### config.mk
export PLATFORM = sky130hd
export DESIGN_NAME = systolic_sequencer
export DESIGN_NICKNAME = d
export VERILOG_FILES = /design/src/rtl/systolic_sequencer.sv
export SDC_FILE = /design/constraint.sdc
export NUM_CORES = 1
export LEC_CHECK = 0
export ABC_AREA = 1
export CORE_AREA = 2 2 234 236
export CTS_BUF_LIST = sky130_fd_sc_hd__clkbuf_4
export DETAILED_ROUTE_END_ITERATION = 10
export DIE_AREA = 0 0 236 238
export GPL_ROUTABILITY_DRIVEN = 0
export MAX_ROUTING_LAYER = met4
export PLACE_DENSITY = 0.56
export SETUP_SLACK_MARGIN = 0.02
export SLEW_MARGIN = 20
export SYNTH_ARGS = -nofsm -noshare
export SYNTH_HDL_FRONTEND = slang
export SYNTH_SLANG_ARGS = --single-unit
export TNS_END_PERCENT = 1
### constraint.sdc
create_clock -name clk -period 6.88 [get_ports clk]
set_clock_uncertainty 0.2 [all_clocks]
set_input_delay 1.032 -clock clk [delete_from_list [all_inputs] [get_ports clk]]
set_output_delay 1.032 -clock clk [all_outputs]
set_load 0.01 [all_outputs]
### src/rtl/systolic_sequencer.sv
// Job sequencer for an output-stationary SIZE x SIZE systolic MAC array:
// accumulator clear, skewed operand feed, zero flush, then row-by-row result drain.

module systolic_skew_lane #(
  parameter int W     = 32,
  parameter int DEPTH = 1
) (
  input  logic         clk,
  input  logic         rst,
  input  logic         clr,
  input  logic [W-1:0] din,
  output logic [W-1:0] dout
);
  logic [DEPTH*W-1:0] sr;

  always_ff @(posedge clk or posedge rst) begin
    if (rst)      sr <= '0;
    else if (clr) sr <= '0;
    else          sr <= (DEPTH*W)'({sr, din});
  end

  assign dout = sr[DEPTH*W-1 -: W];
endmodule

module systolic_sequencer #(
  parameter int N     = 16,
  parameter int SIZE  = 4,
  parameter int K_MAX = 64,
  parameter int KW    = $clog2(K_MAX+1),
  parameter int AW    = $clog2(K_MAX)
) (
  input  logic                     clk,
  input  logic                     rst,
  input  logic                     start,
  input  logic [KW-1:0]            k_len,
  output logic                     busy,
  output logic                     done,
  output logic                     a_rd_en,
  output logic                     b_rd_en,
  output logic [AW-1:0]            rd_addr,
  input  logic [SIZE*N-1:0]        a_rd_data,
  input  logic [SIZE*N-1:0]        b_rd_data,
  output logic                     arr_clr,
  output logic [SIZE*N-1:0]        arr_a,
  output logic [SIZE*N-1:0]        arr_b,
  input  logic [SIZE*SIZE*N-1:0]   arr_c,
  output logic                     res_valid,
  input  logic                     res_ready,
  output logic [$clog2(SIZE)-1:0]  res_row,
  output logic [SIZE*N-1:0]        res_data
);
  localparam int RW = $clog2(SIZE);
  localparam int CW = (KW > $clog2(2*SIZE)) ? KW : $clog2(2*SIZE);

  localparam logic [2:0] S_IDLE  = 3'd0;
  localparam logic [2:0] S_CLEAR = 3'd1;
  localparam logic [2:0] S_FEED  = 3'd2;
  localparam logic [2:0] S_FLUSH = 3'd3;
  localparam logic [2:0] S_DRAIN = 3'd4;
  localparam logic [2:0] S_FIN   = 3'd5;

  logic [2:0]    state;
  logic [KW-1:0] kl;
  logic [CW-1:0] cnt;
  logic [RW-1:0] row;
  logic          rd_vld;
  logic          feed;

  always_ff @(posedge clk or posedge rst) begin
    if (rst) begin
      state  <= S_IDLE;
      kl     <= '0;
      cnt    <= '0;
      row    <= '0;
      rd_vld <= 1'b0;
    end else begin
      // Buffer data returns one cycle after the read; this flag qualifies it.
      rd_vld <= (state == S_FEED);
      case (state)
        S_IDLE: if (start) begin
          kl    <= (k_len > KW'(K_MAX)) ? KW'(K_MAX) : k_len;
          state <= S_CLEAR;
        end
        S_CLEAR: begin
          cnt   <= '0;
          row   <= '0;
          state <= (kl != '0) ? S_FEED : S_DRAIN;
        end
        S_FEED: if (cnt == CW'(kl) - CW'(1)) begin
          cnt   <= '0;
          state <= S_FLUSH;
        end else cnt <= cnt + CW'(1);
        // 2*SIZE cycles lets the last operand cross the array diagonal and accumulate.
        S_FLUSH: if (cnt == CW'(2*SIZE-1)) begin
          cnt   <= '0;
          state <= S_DRAIN;
        end else cnt <= cnt + CW'(1);
        S_DRAIN: if (res_ready) begin
          if (row == RW'(SIZE-1)) begin
            row   <= '0;
            state <= S_FIN;
          end else row <= row + RW'(1);
        end
        S_FIN:   state <= S_IDLE;
        default: state <= S_IDLE;
      endcase
    end
  end

  assign feed      = (state == S_FEED);
  assign busy      = (state != S_IDLE);
  assign done      = (state == S_FIN);
  assign arr_clr   = (state == S_CLEAR);
  assign a_rd_en   = feed;
  assign b_rd_en   = feed;
  assign rd_addr   = feed ? cnt[AW-1:0] : '0;
  assign res_valid = (state == S_DRAIN);
  assign res_row   = row;

  logic [SIZE-1:0][SIZE*N-1:0] c_rows;
  assign c_rows   = arr_c;
  assign res_data = res_valid ? c_rows[row] : '0;

  // Bubbles are forced to zero so the skew chains only ever carry real data or zeros.
  logic [SIZE-1:0][N-1:0] a_in, b_in, a_sk, b_sk;
  assign a_in = rd_vld ? a_rd_data : '0;
  assign b_in = rd_vld ? b_rd_data : '0;

  assign a_sk[0] = a_in[0];
  assign b_sk[0] = b_in[0];

  generate
    for (genvar i = 1; i < SIZE; i++) begin : g_lane
      logic [2*N-1:0] lane_out;
      systolic_skew_lane #(.W(2*N), .DEPTH(i)) u_lane (
        .clk  (clk),
        .rst  (rst),
        .clr  (arr_clr),
        .din  ({b_in[i], a_in[i]}),
        .dout (lane_out)
      );
      assign a_sk[i] = lane_out[N-1:0];
      assign b_sk[i] = lane_out[2*N-1:N];
    end
  endgenerate

  assign arr_a = a_sk;
  assign arr_b = b_sk;
endmodule
==> out/results.tsv <==
stage	metric	value	unit
pwr	worst vdd ir	133.6	uV
synth	number of synthesized flops with an enable pin	0	
route	met3 WL post-DR	4343	um
critical_path	crit-path max cell delay	0.82	ns
timing	setup tns final	0	ns
hold_path	Hold WC Path Type	flop to flop	
global_routing	total track usage	0.1535	
timing	Fin. Hold Viols	0	
critical_path	crit path buf inv count	3	
floorplan	Initial Utilization	0.1986	
critical_path	worst setup path class	flop to primary output	
floorplan	io pins	601	
floorplan	die span in x	236	um
route	wire per inst	16.24	um
synth	Seq/Total Area, Yosys	0.4994	
final_layout	fin nets	2366	
route	Top Layer Used	met4	
route	first-pass detailed-route iteration total	4	
place	PortBufs	600	
cts	CTS tree	done	
cts	postcts setup bufs	0	
critical_path	critical-path cell list	inv_2 > buf_4 > o21ai_0 > a21oi_1 > clkdlybuf4s50_1	
timing	fin crit share	0.7290	
final_layout	share of layout cells above drive strength 1	0.06617	
synth	post-synth top area share	0.4994	
cts	clock slew at reported path FFs	0.07	ns
route	DRT Wirelength	44110	um
synth	synthesized instance count	1435	
cts	PostCTS Resize Cnt	0	
timing	Worst-Margin Slew	1.041	ns
synth	Avg Cell Area, Syn	7.403	sq um
synth	cell taking the most area after synthesis	dfrtp_1	
floorplan	die height	238	um
synth	flops & latches, synth	212	
cts	Post-CTS Hold Buffers	0	
global_routing	pin count of the biggest net entering global routing	149	
critical_path	Setup crit start kind	flop	
global_routing	aggregate global routing overflow	0	
final_layout	utilization of the core after routing	0.3274	
global_routing	wire length of the first global-routing pass	64270	um
cts	Sink Count	212	
synth	Synth area leaders	dfrtp_1 50%, nand2_1 10%, nor2_1 9.8%, inv_1 8.5%, o21ai_0 6.5%	
route	drt drc	0	
critical_path	CP max FO	72	
critical_path	critical path data required time	5.65	ns
synth	Mapped Nets	1834	
run_status	status	finished clean	
timing	Fmax	0.1994	GHz
floorplan	DIE AREA	0.05617	sq mm
timing	RSZ-0062 raised after global routing	no	
global_routing	vias in the first global route	10890	
cts	later-pin clock latency in the skew report	0.69	ns
timing	Slew HR	0.3060	
route	Final ANT Viol Nets	0	
cts	H-tree Lvls	2	
cts	clock buffer count from CTS	59	
pwr	static leakage	9.086	nW
route	Via density	4.003	
synth	async set-reset flop share out of synthesis	1.000	
synth	Synth Warn #	0	
timing	Slew Limit Fails	0	
synth	mapped cell area	0.01062	sq mm
critical_path	WP data arrival	3.78	ns
cts	CTS Root Cell	clkbuf_4	
final_layout	P&R area growth vs syn	64.88	%
floorplan	Std-Cell Rows	85	
place	dpl hpwl	34460	um
critical_path	crit path capture type	primary output	
route	vias	10880	
synth	Post-synth top flop	dfrtp_1	
critical_path	CP top delay family	buffers and inverters	
timing	Final Critical Period	5.015	ns
route	Post-Route M1 WL	17850	um
route	met2 wire len	20600	um
floorplan	Core ar.	0.05350	sq mm
cts	Clock Tree Buf Depth	3	
timing	final setup fails	0	
synth	top cells by count, synth	292 x nand2_1, 278 x nor2_1, 241 x inv_1, 212 x dfrtp_1, 138 x o21ai_0	
critical_path	CP max-delay cell	inv_2	
final_layout	Filler cells	5661	
route	first-iteration detailed-routing DRC count	756	
flow_run	Max Cap Violations	0	
global_routing	antenna violations before repair	10	
synth	post-synth cell types	28	
pwr	PwrDens	292.0	mW/mm^2
synth	most common cell in the netlist	nand2_1	
-- where the power goes --
group          internal, W  switching (W)
sequential         0.00160       0.000196
clock             0.000579       0.000524
combinational     0.000986        0.00123
total              0.00317        0.00195
-- layout make-up --
cell class / instances / area [sq um] / area share
repair buffers: 610 / 6093 / 0.3479
flip-flops and latches: 212 / 5311 / 0.3033
multi-input cells: 821 / 3492 / 0.1994
inverters: 263 / 993.5 / 0.05672
well taps: 696 / 870.8 / 0.04972
clock buffers: 88 / 660.6 / 0.03772
clock inverters: 16 / 65.06 / 0.003715
diodes: 11 / 27.53 / 0.001572
-- sequential cells by signal (all words and copies together), names as in the netlist --
name                count
res_row                 2
cnt                     7
kl                      7
g_lane.u_lane.sr      160
state                   3
g_lane.u_lane.dout     32
rd_vld                  1
-- per-stage QoR --
stage	setup WS, ns	instance area [sq um]	std cells	total power, W	hold slack, ns
final	1.865	17510	2717	0.005115	0.2125
after global routing	1.540	17510	2716	0.005546	0.2322
after CTS	1.801	17490	2706	0.005208	0.2024
after detailed placement	2.634	16760	2602	0.004054	0.2183
after global placement	2.708	16760	2602	0.004014	0.2134
after floorplan	2.892	10630	1435	0.003123	0.2126
-- routing by layer --
layer  GRT usage  vias up
met3     0.05217       75
li1            -     5297
met2      0.2393      504
met5           -        -
met4     0.06138        0
met1      0.1820     5001
-- path summary, 6_finish.rpt --
kind	from	endpoint	slack, ns	depth (start not counted)
setup / recovery	res_row[0]$_DFFE_PP0P_	res_data[25]	1.86	5
hold / removal	g_lane[3].u_lane.sr[63]$_DFF_PP0_	g_lane[3].u_lane.sr[95]$_DFF_PP0_	0.21	2
setup reg to reg	state[2]$_DFFE_PP0P_	g_lane[3].u_lane.sr[31]$_DFF_PP0_	3.86	7
hold reg to reg	g_lane[3].u_lane.sr[63]$_DFF_PP0_	g_lane[3].u_lane.sr[95]$_DFF_PP0_	0.21	2
max in group asynchronous	rst	rd_vld$_DFF_PP0_	5.06	3
min in group asynchronous	rst	g_lane[2].u_lane.sr[20]$_DFF_PP0_	0.75	3
-- cells by family (layout without fill, tap and decap cells) --
logic type | count (synthesis) | after routing | synth area share
other | 0 | 11 | 0
xor gates and xnor gates | 7 | 7 | 0.005772
and+or+nand+nor | 599 | 599 | 0.2177
DFF | 212 | 212 | 0.4994
buffers and inverters | 402 | 977 | 0.1718
AOI/OAI and AO/OA | 211 | 211 | 0.1006
adders and majority gates | 4 | 4 | 0.004712
-- cell usage in the layout (no fill, tap or decap), drive strengths merged --
cell and count:
inv 260, nor2 280, xor2 5, diode 11, nand3 15, o221ai 1, clkdlybuf4s50 600, clkinvlp 2
buf 10, nand4 5, nand2 294, o211ai 1, nor3 5, o31ai 1, xnor2 2, a22o 1
o21ai 140, ha 4, clkinv 17, clkbuf 88, dfrtp 212, a21oi 67
-- worst min-delay path, cell delays in order (launching register included) --
cell	delay, ns
dfrtp_1	0.33
nand2_1	0.05
inv_1	0.04
Note: power is estimated with default switching activity, not from simulation.
